===== config.mk =====
export PLATFORM = sky130hd
export DESIGN_NAME = rx_dma_req_arbiter
export DESIGN_NICKNAME = d
export VERILOG_FILES = /design/src/rtl/rx_dma_req_arbiter.sv
export SDC_FILE = /design/constraint.sdc
export NUM_CORES = 1
export LEC_CHECK = 0
export ABC_AREA = 0
export CORE_AREA = 2 2 168 170
export CTS_CLUSTER_SIZE = 24
export DETAILED_ROUTE_END_ITERATION = 10
export DIE_AREA = 0 0 170 172
export RECOVER_POWER = 100
export SYNTH_ARGS = -nofsm -noshare
export SYNTH_HDL_FRONTEND = slang
export SYNTH_SLANG_ARGS = --single-unit

===== constraint.sdc =====
create_clock -name CLK -period 2.25 [get_ports CLK]
set_input_delay 0.3375 -clock CLK [delete_from_list [all_inputs] [get_ports CLK]]
set_output_delay 0.3375 -clock CLK [all_outputs]
set_load 0.005 [all_outputs]

===== src/rtl/rx_dma_req_arbiter.sv =====
// Round-robin arbiter sharing one DMA engine request port among FLOWS requesters.
// Completions are routed back to the originating flow through an in-order pending-ID FIFO.
module rx_dma_req_arbiter #(
    parameter int FLOWS       = 4,
    parameter int DATA_WIDTH  = 64,
    parameter int ADDR_WIDTH  = 1,
    parameter int MAX_PENDING = 4
) (
    input  logic                               CLK,
    input  logic                               RESET,
    input  logic [FLOWS-1:0]                   IN_DMA_REQ,
    input  logic [FLOWS*DATA_WIDTH-1:0]        IN_DMA_DOUT,
    output logic [FLOWS*ADDR_WIDTH-1:0]        IN_DMA_ADDR,
    output logic [FLOWS-1:0]                   IN_DMA_ACK,
    output logic [FLOWS-1:0]                   IN_DMA_DONE,
    output logic [FLOWS*16-1:0]                IN_DMA_TAG,
    output logic                               OUT_DMA_REQ,
    output logic [DATA_WIDTH-1:0]              OUT_DMA_DOUT,
    input  logic [ADDR_WIDTH-1:0]              OUT_DMA_ADDR,
    input  logic                               OUT_DMA_ACK,
    input  logic                               OUT_DMA_DONE,
    input  logic [15:0]                        OUT_DMA_TAG,
    output logic [$clog2(MAX_PENDING):0]       PENDING,
    output logic                               DONE_ERR,
    output logic                               dbg_state,
    output logic [$clog2(FLOWS)-1:0]           dbg_rr_ptr
);

    localparam int IDX_W = $clog2(FLOWS);
    localparam int PTR_W = (MAX_PENDING > 1) ? $clog2(MAX_PENDING) : 1;
    localparam int CNT_W = $clog2(MAX_PENDING) + 1;

    typedef enum logic {
        S_IDLE  = 1'b0,
        S_GRANT = 1'b1
    } state_t;

    state_t             state_q, state_d;
    logic [IDX_W-1:0]   grant_q, grant_d;
    logic [IDX_W-1:0]   rr_q, rr_d;
    logic [IDX_W-1:0]   sel;
    logic [IDX_W-1:0]   cand;
    logic               found;

    logic [IDX_W-1:0]   fifo_mem [MAX_PENDING];
    logic [PTR_W-1:0]   wr_ptr_q, rd_ptr_q;
    logic [CNT_W-1:0]   count_q;
    logic [IDX_W-1:0]   head;
    logic               push, pop;

    logic [FLOWS-1:0]    done_q;
    logic [FLOWS*16-1:0] tag_q;
    logic                err_q;

    // Handshake: a flow holds IN_DMA_REQ until it sees its IN_DMA_ACK bit; the
    // engine sees OUT_DMA_REQ held for the whole grant and accepts with OUT_DMA_ACK.
    assign push = (state_q == S_GRANT) && OUT_DMA_ACK;
    assign pop  = OUT_DMA_DONE && (count_q != '0);
    assign head = fifo_mem[rd_ptr_q];

    // Round-robin search starting at rr_q; FLOWS is a power of two so the add wraps.
    always_comb begin
        found = 1'b0;
        sel   = '0;
        cand  = '0;
        for (int i = 0; i < FLOWS; i++) begin
            cand = rr_q + IDX_W'(i);
            if (!found && IN_DMA_REQ[cand]) begin
                found = 1'b1;
                sel   = cand;
            end
        end
    end

    always_comb begin
        state_d = state_q;
        grant_d = grant_q;
        rr_d    = rr_q;
        case (state_q)
            S_IDLE: begin
                if (found && (count_q < CNT_W'(MAX_PENDING))) begin
                    state_d = S_GRANT;
                    grant_d = sel;
                end
            end
            S_GRANT: begin
                if (OUT_DMA_ACK) begin
                    state_d = S_IDLE;
                    rr_d    = grant_q + IDX_W'(1);
                end
            end
            default: state_d = S_IDLE;
        endcase
    end

    always_ff @(posedge CLK) begin
        if (RESET) begin
            state_q <= S_IDLE;
            grant_q <= '0;
            rr_q    <= '0;
        end else begin
            state_q <= state_d;
            grant_q <= grant_d;
            rr_q    <= rr_d;
        end
    end

    // Pending-ID FIFO; a simultaneous push and pop leaves the occupancy unchanged.
    always_ff @(posedge CLK) begin
        if (RESET) begin
            wr_ptr_q <= '0;
            rd_ptr_q <= '0;
            count_q  <= '0;
        end else begin
            if (push) begin
                fifo_mem[wr_ptr_q] <= grant_q;
                wr_ptr_q <= (wr_ptr_q == PTR_W'(MAX_PENDING - 1)) ? '0 : wr_ptr_q + PTR_W'(1);
            end
            if (pop) begin
                rd_ptr_q <= (rd_ptr_q == PTR_W'(MAX_PENDING - 1)) ? '0 : rd_ptr_q + PTR_W'(1);
            end
            case ({push, pop})
                2'b10:   count_q <= count_q + CNT_W'(1);
                2'b01:   count_q <= count_q - CNT_W'(1);
                default: count_q <= count_q;
            endcase
        end
    end

    always_ff @(posedge CLK) begin
        if (RESET) begin
            done_q <= '0;
            tag_q  <= '0;
            err_q  <= 1'b0;
        end else begin
            done_q <= '0;
            if (pop) begin
                done_q[head]                <= 1'b1;
                tag_q[int'(head)*16 +: 16]  <= OUT_DMA_TAG;
            end
            if (OUT_DMA_DONE && (count_q == '0)) begin
                err_q <= 1'b1;
            end
        end
    end

    always_comb begin
        IN_DMA_ACK = '0;
        if (push) begin
            IN_DMA_ACK[grant_q] = 1'b1;
        end
    end

    assign OUT_DMA_REQ  = (state_q == S_GRANT);
    assign OUT_DMA_DOUT = (state_q == S_GRANT) ? IN_DMA_DOUT[int'(grant_q)*DATA_WIDTH +: DATA_WIDTH]
                                               : '0;
    assign IN_DMA_ADDR  = {FLOWS{OUT_DMA_ADDR}};
    assign IN_DMA_DONE  = done_q;
    assign IN_DMA_TAG   = tag_q;
    assign PENDING      = count_q;
    assign DONE_ERR     = err_q;
    assign dbg_state    = (state_q == S_GRANT);
    assign dbg_rr_ptr   = rr_q;

endmodule

Word level (Yosys, flattened, before mapping) --
Memory sizes are Yosys's and may differ from the RTL's. A register that Yosys moved wholly into a read port is not among the register bits. Index checks and enable logic that the tools add are counted. Widths: inputs -> output; s select.
Word-level totals: flip-flop bits (word level) 81, memories kept 1, logic and storage cells 89, input port bits 281, bits in writable memories 8, output and inout port bits 148
Cells by class: mux-type cells 34, eq/ne operators 4, $lt $le $gt $ge 9, shift operators 3, reduce and logical (&&, ||, !) cells 18, add/subtract/negate cells 9, bitwise operators 2
Memory list:
- fifo_mem | depth 4, bits a word 2, rd ports 1, clocked after Yosys merged registers in 1, write ports 1, RTL line 45 | logic [IDX_W-1:0] fifo_mem [MAX_PENDING];
Operators with widths (number):
- $shiftx 256x9->64 | 1
- $bwmux 64 | 1
- $mux 64 | 1
- $shift 16x33->64 const A | 1
- $shiftx 16x33->64 | 1
- $neg 6->33 | 1
- $lt 2x3->1 const B | 6
- $mux 2 | 8
- $mux 1 | 15
- $logic_and 1x1->1 | 9
- $add 2x1->2 const B | 4
- $bmux 1 s2 | 4
- $eq 2x2->1 const B | 3
- $pmux 3 s2 | 1
- $add 2x2->2 const B | 2
- $demux 1 s2 | 2
- $ge 2x1->1 const B | 2
- $mux 4 | 1
- $reduce_and 2->1 | 2
- $add 3x1->3 const B | 1
- $logic_not 1->1 | 3
- $logic_not 3->1 | 1
- $lt 3x3->1 const B | 1
- $reduce_bool 3->1 | 1
- 6 further kinds | 7

Logic depth before layout (Yosys ltp) --
Gate-level depths: netlist of the first run.
word-level depth 15, mapped depth 9, gate-level depth less buffers 8

Worst setup path after synthesis of the first run --
OpenSTA, ideal clock, no wires.
kind register to register, from register (tool-made name), to register tag_q[1] (netlist: IN_DMA_TAG[1]), required time 2.134 ns, period minus slack after synthesis 2.340 ns, path slack -0.090 ns, buffers on the path 1, setup time 0.116 ns, cell stages (with the launch flop) 9, data arrival time 2.224 ns, path through dfxtp_1 mux4_2 inv_1 ha_1 and3b_1 a22oi_1 nor3_4 buf_8 a22o_4
RTL lines:
- end signal: assignment | RTL line 133 | tag_q <= '0;
- end signal: indexed assignment | RTL line 139 | tag_q[int'(head)*16 +: 16] <= OUT_DMA_TAG;
- end: declaration | RTL line 52 | logic [FLOWS*16-1:0] tag_q;

Worst setup path after layout of the first run --
from register grant_q[0], to output port OUT_DMA_DOUT[41]
Between the ends: cells in the longest elaborated chain, start to end 2
Ends and longest elaborated chain:
- start: declaration | RTL line 39 | logic [IDX_W-1:0] grant_q, grant_d;
- start signal: assignment | RTL line 103 | grant_q <= grant_d;
- $shiftx 256x9->64 | RTL line 155 | assign OUT_DMA_DOUT = (state_q == S_GRANT) ? IN_DMA_DOUT[int'(grant_q)*DATA_WIDTH +: DATA_WIDTH]
- $mux 64 | RTL line 155
- end: declaration | RTL line 18 | output logic [DATA_WIDTH-1:0] OUT_DMA_DOUT,
Every way passes these cells.

==> flow_summary.toml, run 1 <==
[outcome]
status = "finished, violations left"
violations = "setup timing"

[timing]
setup_slack_ns = -0.0439
tns_ns = -0.290
clock_skew_ns = 0.0126
hold_violations = 0
relSlewSlack = 0.655
rsz0062_at_grt = "true"
max_freq_mhz = 436
fin_crit_ns = 2.29
worst_pin_slew_ns = 0.517
period_share = 1.02
maxSlewViolCount = 0
setup_viol = 16

[placed_design]
io_buffers = 423
dpl.hpwl_um = 23700
place_inst = 1231
routabilityCongestion = 0.840

[detailed_routing]
dr.pass1.iters = 5
drt.antenna.violating_nets = 0
wl_per_cell_um = 22.5
vias_per_cell = 4.57
drtIter0Drc = 347
drc = 0
vias = 5876
wl_um = 28900

[clock_network]
cts_sinks = 91
clock_path_buffers = 2
cts_made_buffers = 9
clockRootBuffer = "clkbuf_16"
h-tree-depth = 3
clkTransAtPathRegs_ns = 0.07
clk_latency_ns = 0.35
cts_tree = "done"
ctsHoldBuffers = 0

[logic_synthesis]
syn-num-nets = 771
seq_area_frac_synth = 0.343
synth_edf_count = 8
synth-async-reset-ratio = 0
netlist_area_um2 = 5550
ys_ff_latch = 91
syn_area_per_cell_um2 = 11.8
synthDistinctLibCells = 45
ys_warn_count = 0
ys.flop_type = "dfxtp_1"
netlist_instances = 472

[worst_setup_path]
timing.rr.end = "IN_DMA_TAG[11]"
r2r-start = "fifo_mem[3][1]"
timing.critical_path.fanout_max = 4
crit_path_start_kind = "flop"
critPathCapture = "OUT_DMA_DOUT[41]"
crit_arrival_ns = 1.96
required_ns = 1.91
end_kind = "output pin"
worst-r2r-cell-count = 8
startpoint = "grant_q[0]"
crit_type = "reg -> out"
r2r_slack_ns = 0.12

[finish]
finalNetCount = 1226
layout_commonest_cell = "clkdlybuf4s50_1"
seqCellArea_um2 = 1910
finalNonFillerCells = 1286
multiInputGateArea_um2 = 3450
final_layout_size_suffix_gt1_frac = 0.284
area_growth_pct = 101
num-fill-cells = 2651
layout_common_cells = "355 x clkdlybuf4s50_1, 78 x dfxtp_1, 65 x mux4_2"

[grt]
groute.usage.overall = 0.190
antenna_found_initial = 15
overflow = 0
grt_pass1_wl_um = 40200
grt_max_degree = 52
grt_pass1_vias = 6010

[pwr]
vdd_ir_drop_max_mv = 0.394
powerDensity_nw_per_um2 = 550
p_leak_nw = 4.20

[floorplanning]
rows = 61
die_y_um = 172
die_x_um = 170
start_util = 0.202
core-area_um2 = 27500
io_pins = 429
dieArea_um2 = 29200

[min_path]
hold_path.class = "reg -> reg"

[flow_run]
max_cap_viol_count = 0
==> area by class of cell <==
type | count | area share
Inverter | 11 | 0.00436
Multi-Input combinational cell | 325 | 0.309
Sequential cell | 91 | 0.171
Clock inverter | 7 | 0.00671
Timing Repair Buffer | 489 | 0.448
Antenna cell | 8 | 0.00179
Tap cell | 346 | 0.0387
Clock buffer | 9 | 0.0201
==> per-layer routing <==
layer  wire (um)  vias to the layer above  track usage  share of wire
met5          95                        -            0         0.0033
met4         495                       16       0.0513          0.017
met3        2610                       39       0.0696          0.090
met2       14400                      275        0.329           0.50
met1       11300                     2825        0.223           0.39
li1            -                     2721            -              -
==> metrics by stage <==
stage	area (um^2)	utilization	hold WS (ns)	total power, W	setup slack (ns)
floorplan	5570	-	0.445	0.00298	0.0116
global placement	10400	0.379	0.434	0.00440	-0.128
detailed placement	10400	0.379	0.445	0.00442	-0.147
CTS	11200	0.407	0.454	0.00621	-0.137
global route	11200	0.407	0.474	0.00646	-0.0938
finish	11200	0.407	0.452	0.00615	-0.0439
==> cell usage after synthesis, types with 2 or more instances <==
| cell | number | area share |
|---|---|---|
| buf_1 | 4 | 0.0027 |
| buf_6 | 4 | 0.0081 |
| nor3_1 | 4 | 0.0036 |
| ha_1 | 17 | 0.038 |
| nand3_1 | 2 | 0.0018 |
| a22o_1 | 9 | 0.014 |
| clkbuf_1 | 18 | 0.012 |
| a22o_2 | 6 | 0.011 |
| and2_1 | 67 | 0.076 |
| dfxtp_1 | 83 | 0.30 |
| inv_1 | 10 | 0.0068 |
| nor3_4 | 2 | 0.0059 |
| buf_2 | 9 | 0.0081 |
| buf_4 | 9 | 0.012 |
| nor2b_1 | 2 | 0.0023 |
| a21oi_4 | 4 | 0.012 |
| a21oi_1 | 11 | 0.0099 |
| nor2_1 | 15 | 0.010 |
| nand2_1 | 39 | 0.026 |
| mux4_2 | 65 | 0.26 |
| a32o_1 | 32 | 0.058 |
| nor3b_1 | 5 | 0.0068 |
| nand2b_1 | 4 | 0.0045 |
| and3_1 | 4 | 0.0045 |
| xor2_1 | 2 | 0.0032 |
| nand3b_1 | 2 | 0.0027 |
| mux2i_1 | 2 | 0.0036 |
| o21ai_0 | 15 | 0.014 |
| o21ai_1 | 2 | 0.0018 |
| o41ai_1 | 2 | 0.0032 |
| edfxtp_1 | 8 | 0.043 |
==> report_power, final <==
part / switching (W) / internal (W)
combinational: 0.00110 / 0.00172
clock: 0.000659 / 0.000869
sequential: 0.0000843 / 0.00171
total: 0.00184 / 0.00431
==> registers in the layout, summed over array words and instances, names as in the netlist, 2 cells and up, named ones only <==
register and flops:
grant_q 2, rd_ptr_q 2, IN_DMA_DONE 4, fifo_mem 8
dbg_rr_ptr 2, wr_ptr_q 2, PENDING 3, IN_DMA_TAG 64
==> worst min path at each step <==
stage	startpoint	endpoint	slack [ns]	cells after the start
2_1_floorplan	IN_DMA_TAG[39]	IN_DMA_TAG[39]	0.44	2
4_1_cts	IN_DMA_TAG[39]	IN_DMA_TAG[39]	0.45	2
3_3_place_gp	IN_DMA_TAG[32]	IN_DMA_TAG[32]	0.43	2
6_report	IN_DMA_TAG[40]	IN_DMA_TAG[40]	0.45	2
3_5_place_dp	IN_DMA_TAG[40]	IN_DMA_TAG[40]	0.44	2
5_1_grt	IN_DMA_TAG[28]	IN_DMA_TAG[28]	0.47	1
==> logic make-up (layout without fill, tap and decap cells) <==
kind of cell,count (synthesis),after routing,share of synthesized area
and+or+nand+nor,151,151,0.154
xor gates and xnor gates,2,2,0.00316
AOI/OAI and AO/OA,86,86,0.134
muxes,68,68,0.270
adders and majority gates,18,18,0.0419
DFF,91,91,0.343
buffers and inverters,56,516,0.0543
other,0,8,0
==> worst max-delay path: stages, from the launching register on <==
cell     delay, ns
dfxtp_4       0.37
buf_12        0.13
buf_12        0.11
buf_12        0.11
buf_12        0.09
mux4_2        0.52
and2_4        0.16
buf_6         0.11
==> repair_timing <==
action | CTS | global route
buffers inserted | 31 | 5
gates resized for setup | 275 | 56
pin swaps | 28 | 4
cloned | 5 | 0
endpoints found under the setup margin | 66 | 82
No activity file was read; power rests on OpenSTA's default activity.
==> inputs of run 2 (changes only) <==
- CELL_PAD_IN_SITES_DETAIL_PLACEMENT: default -> 1
- CELL_PAD_IN_SITES_GLOBAL_PLACEMENT: default -> 1
- CORE_AREA: 2 2 168 170 -> 2 2 167 169
- DIE_AREA: 0 0 170 172 -> 0 0 169 171
- PLACE_DENSITY_LB_ADDON: default -> 0.1
==> run 2 against run 1 <==
  * The run still ends with setup timing left
  * Final cell count fell by 0.70%
  * Worst setup slack got worse by 0.035 ns
  * First-iteration DRC count fell by 41%
  * Non-clock buffer count fell by 6
  * Wire length rose by 3.4%
  * Sequential power barely moved
  * Global-route usage rose by 1.2 points
  * Clock-buffer cell count rose by 1
  * Maximum frequency fell by 1.5%
  * Largest power group unchanged
  * Highest routed layer unchanged
==> flow_summary.toml, run 2 (synthesis results as in run 1) <==
[detailed_routing]
wl_um = 29900
drc = 0
drt.antenna.violating_nets = 0
dr.pass1.iters = 4
drtIter0Drc = 205
vias_per_cell = 4.58
vias = 5854
wl_per_cell_um = 23.4

[finish]
finalNetCount = 1221
num-fill-cells = 2986
finalNonFillerCells = 1277
final_layout_size_suffix_gt1_frac = 0.283
largest_register_ffs = 64
layout_common_cells = "279 x clkdlybuf4s50_1, 79 x dfxtp_1, 76 x dlygate4sd3_1"
area_growth_pct = 98.6
utilization = 0.403
layout_commonest_cell = "clkdlybuf4s50_1"
stdcell_area_um2 = 11000

[pwr]
p_clk_frac = 0.246
switching_share = 0.312
internal_power_w = 0.00415
powerDensity_nw_per_um2 = 547
vdd_ir_drop_max_mv = 0.319
p_leak_nw = 4.33
netSwitchingPower_w = 0.00188
comb_power_share = 0.457
seqPwrFrac = 0.298

[grt]
grt_pass1_wl_um = 43000
grt_pass1_vias = 6594
overflow = 0
groute.usage.overall = 0.203
antenna_found_initial = 7
grt_max_degree = 50

[floorplanning]
start_util = 0.203
die_x_um = 169
die_y_um = 171
core-area_um2 = 27300
dieArea_um2 = 28900
rows = 61
io_pins = 429

[timing]
fin_crit_ns = 2.33
setup_slack_ns = -0.0787
period_share = 1.03
setup_viol = 16
holdWs_ns = 0.450
worst_pin_slew_ns = 0.744
rsz0062_at_grt = "true"
relSlewSlack = 0.504
hold_violations = 0
maxSlewViolCount = 0
tns_ns = -0.356
clock_skew_ns = 0.0116
max_freq_mhz = 429

[worst_setup_path]
slowest_stage = "mux4_2"
crit_type = "reg -> out"
r2r_slack_ns = 0.03
critPathCapture = "OUT_DMA_DOUT[59]"
crit_buf_inv = 5
crit_chain = "buf_12 -> buf_12 -> buf_16 -> buf_6 -> mux4_2 -> and2_4 -> buf_6"
timing.rr.end = "IN_DMA_TAG[4]"
crit_family = "buffers and inverters"
cp.depth = 7
required_ns = 1.91
startpoint = "grant_q[0]"
critPathMaxStageDelay_ns = 0.48
crit_arrival_ns = 1.99
end_kind = "output pin"
crit_path_start_kind = "flop"
worst-r2r-cell-count = 8
timing.critical_path.fanout_max = 5

[clock_network]
ctsHoldBuffers = 0
clock_path_buffers = 2
h-tree-depth = 3
clockRootBuffer = "clkbuf_16"
cts_tree = "done"
cts_made_buffers = 9
cts_sinks = 91
clkTransAtPathRegs_ns = 0.07
clk_latency_ns = 0.35

[min_path]
hold_path.class = "reg -> reg"

[placed_design]
place_inst = 1225
routabilityCongestion = 0.906
io_buffers = 423
dpl.hpwl_um = 24300
dpl_cell_area_um2 = 10300

[flow_run]
max_cap_viol_count = 0

[outcome]
status = "finished, violations left"
violations = "setup timing"
[run 2: cell types whose count changed in the layout (fill, tap and decap cells not counted), sizes merged, moves of 2 or more]
cell           change
clkinvlp           +2
clkinv             -4
dlygate4sd2        -5
clkbuf            +11
diode              -4
clkdlybuf4s50     -76
buf                -9
dlygate4sd3       +76
inv                +2
[run 2: layout make-up]
cell class                      instances  area [um^2]  area share
Timing Repair Buffer                  483         4860       0.441
Antenna cell                            4         10.0    0.000908
Inverter                               11         46.3     0.00420
Tap cell                              346          433      0.0393
Sequential cell                        91         1910       0.173
Clock inverter                          6         55.1     0.00499
Clock buffer                           10          239      0.0217
Multi-Input combinational cell        326         3460       0.314
[run 2: power by group through the flow]
stage	clock, W	combinational, W	sequential (W)
3_3_place_gp	0	0.00248	0.00183
5_1_grt	0.00159	0.00296	0.00181
4_1_cts	0.00153	0.00285	0.00180
3_5_place_dp	0	0.00255	0.00184
2_1_floorplan	0	0.00116	0.00182
6_report	0.00148	0.00276	0.00180
[run 2: repair_timing]
| action | CTS | global route |
|---|---|---|
| gates cloned | 7 | 0 |
| resized for setup | 322 | 38 |
| pin swaps | 11 | 2 |
| endpoints found under the setup margin | 128 | 79 |
| buffers inserted | 27 | 5 |
[run 2: layer usage]
layer	share of wire	vias to the layer above	routed length [um]	track usage
met1	0.37	2887	11000	0.219
met2	0.53	220	16000	0.380
met3	0.070	40	2100	0.0588
met4	0.027	6	813	0.0647
met5	0.0012	-	37	0
li1	-	2701	-	-
[run 2: worst register-to-register path, stage by stage, from the launching register on]
cell	delay, ns
dfxtp_2	0.38
mux4_2	0.53
inv_2	0.08
ha_2	0.31
nor3b_2	0.23
a22oi_2	0.09
nor3_4	0.22
buf_12	0.18
a22o_1	0.15
[run 2: how the worst min path moves through the flow]
stage,slack [ns],start,cells past startpoint,endpoint
floorplan,0.44,IN_DMA_TAG[39],2,IN_DMA_TAG[39]
global placement,0.43,IN_DMA_TAG[34],2,IN_DMA_TAG[34]
detailed placement,0.45,IN_DMA_TAG[37],2,IN_DMA_TAG[37]
CTS,0.46,IN_DMA_TAG[40],2,IN_DMA_TAG[40]
global route,0.48,IN_DMA_TAG[40],2,IN_DMA_TAG[40]
finish,0.45,IN_DMA_TAG[37],2,IN_DMA_TAG[37]
[run 2: stage by stage]
step | setup WS (ns) | total power (W)
2_1_floorplan | 0.0116 | 0.00298
3_5_place_dp | -0.264 | 0.00439
4_1_cts | -0.111 | 0.00617
3_3_place_gp | -0.171 | 0.00431
6_report | -0.0787 | 0.00603
5_1_grt | -0.122 | 0.00636
==> inputs of run 3 (changes only) <==
- CTS_BUF_LIST: default -> sky130_fd_sc_hd__clkbuf_16
==> run 3 against run 2 <==
  * The run still ends with setup timing left
  * Clock power is essentially flat
  * Die area is the same
  * Design area is essentially flat
  * Core utilization is essentially flat
  * Flip-flop and latch count is the same
  * Sequential power is essentially flat
  * Clock skew is essentially flat
  * Maximum frequency is essentially flat
  * Largest power group unchanged
  * Sequential share of layout area is essentially flat
  * Clock-buffer cell count shrank 1
  * Via count grew 0.26%
==> flow_summary.toml, run 3 (synthesis results as in run 1) <==
[timing]
setup_viol = 15
fin_crit_ns = 2.33
maxSlewViolCount = 0
relSlewSlack = 0.502
rsz0062_at_grt = "true"
hold_violations = 0
clock_skew_ns = 0.0119
period_share = 1.03
setup_slack_ns = -0.0777
max_freq_mhz = 430
worst_pin_slew_ns = 0.747

[clock_network]
cts_made_buffers = 9
cts_sinks = 91
ctsHoldBuffers = 0
clock_path_buffers = 2
clk_latency_ns = 0.35
clockRootBuffer = "clkbuf_16"
cts_tree = "done"
h-tree-depth = 3
clkTransAtPathRegs_ns = 0.07

[worst_setup_path]
timing.critical_path.fanout_max = 5
worst-r2r-cell-count = 8
timing.rr.end = "IN_DMA_TAG[0]"
crit_path_start_kind = "flop"
r2r_slack_ns = 0.03
crit_arrival_ns = 1.99
crit_type = "reg -> out"
required_ns = 1.91
end_kind = "output pin"

[finish]
layout_common_cells = "279 x clkdlybuf4s50_1, 79 x dfxtp_1, 76 x dlygate4sd3_1"
num-fill-cells = 2983
area_growth_pct = 98.4
stdcell_area_um2 = 11000
final_layout_size_suffix_gt1_frac = 0.282
layout_commonest_cell = "clkdlybuf4s50_1"
largest_register_ffs = 64
finalNetCount = 1221

[outcome]
violations = "setup timing"
status = "finished, violations left"

[placed_design]
dpl.hpwl_um = 24300
io_buffers = 423
dpl_cell_area_um2 = 10300
routabilityCongestion = 0.906

[grt]
grtUsageMet1 = 0.219
grt_pass1_vias = 6593
grt_pass1_wl_um = 43100
grt.met2_usage = 0.379
overflow = 0
busiest_layer = "met2"
gr-usage-met3 = 0.0588
grt_max_degree = 50
groute.usage.overall = 0.203
antenna_found_initial = 7

[floorplanning]
die_x_um = 169
rows = 61
dieArea_um2 = 28900
start_util = 0.203
die_y_um = 171
io_pins = 429
core-area_um2 = 27300

[min_path]
holdPathEnd = "IN_DMA_TAG[37]"
worstHoldPathCells = 2
hold_path.class = "reg -> reg"
holdCritStartpoint = "IN_DMA_TAG[37]"

[pwr]
vdd_ir_drop_max_mv = 0.317
power_w = 0.00600
p_leak_nw = 4.33
powerDensity_nw_per_um2 = 545

[detailed_routing]
drc = 0
wl_um = 29900
wl_per_cell_um = 23.4
drtIter0Drc = 215
vias = 5869
dr.pass1.iters = 4
vias_per_cell = 4.60
drt.antenna.violating_nets = 0

[flow_run]
max_cap_viol_count = 0
run 3: cell count changes in the layout (fill, tap and decap cells not counted):
cell / delta
clkbuf_8: -1
clkinv_1: +1
run 3: repair_timing:
item | CTS | global route
pin swaps | 11 | 2
cloned | 7 | 0
endpoints found under the setup margin | 122 | 83
setup buffers | 27 | 5
endpoints found under the hold margin | 0 | 0
gates resized for setup | 322 | 38
run 3: worst max-delay path, cell delays in order (launching register included):
cell,delay (ns)
dfxtp_4,0.40
buf_12,0.15
buf_12,0.12
buf_16,0.12
buf_6,0.09
mux4_2,0.48
and2_4,0.17
buf_6,0.12
run 3: layer usage:
| metal | share of wire | up-vias |
|---|---|---|
| met3 | 0.070 | 42 |
| met1 | 0.37 | 2904 |
| met5 | 0.0012 | - |
| met4 | 0.028 | 6 |
| met2 | 0.53 | 217 |
| li1 | - | 2700 |
run 3: where the power goes:
part	internal [W]	leakage (nW)	switching [W]
combinational	0.00163	3.45	0.00112
sequential	0.00171	0.746	0.0000808
clock	0.000769	0.134	0.000678
total	0.00412	4.33	0.00188
run 3: cell type report:
class | count | area, um^2 | area share
repair buffers | 483 | 4860 | 0.442
multi-input cells | 326 | 3460 | 0.315
flip-flops and latches | 91 | 1910 | 0.174
well taps | 346 | 433 | 0.0393
clock buffers | 9 | 225 | 0.0204
clock inverters | 7 | 58.8 | 0.00534
inverters | 11 | 46.3 | 0.00420
diodes | 4 | 10.0 | 0.000909
run 3: worst max-delay path by stage:
stage,from,endpoint,slack [ns]
floorplan,OUT_DMA_REQ,PENDING[2],0.01
global placement,flop,IN_DMA_TAG[12],-0.17
detailed placement,flop,IN_DMA_TAG[11],-0.26
CTS,grant_q[0],OUT_DMA_DOUT[35],-0.11
global route,grant_q[0],OUT_DMA_DOUT[62],-0.12
finish,grant_q[0],OUT_DMA_DOUT[59],-0.08
run 3: stage by stage:
step / instances / TNS (ns) / hold WS, ns / setup WS [ns] / utilization
2_1_floorplan: 472 / 0 / 0.445 / 0.0116 / -
3_3_place_gp: 1225 / -3.39 / 0.433 / -0.171 / 0.377
3_5_place_dp: 1225 / -6.37 / 0.445 / -0.264 / 0.377
4_1_cts: 1274 / -2.11 / 0.459 / -0.111 / 0.405
5_1_grt: 1276 / -4.37 / 0.477 / -0.122 / 0.403
6_report: 1277 / -0.340 / 0.451 / -0.0777 / 0.403
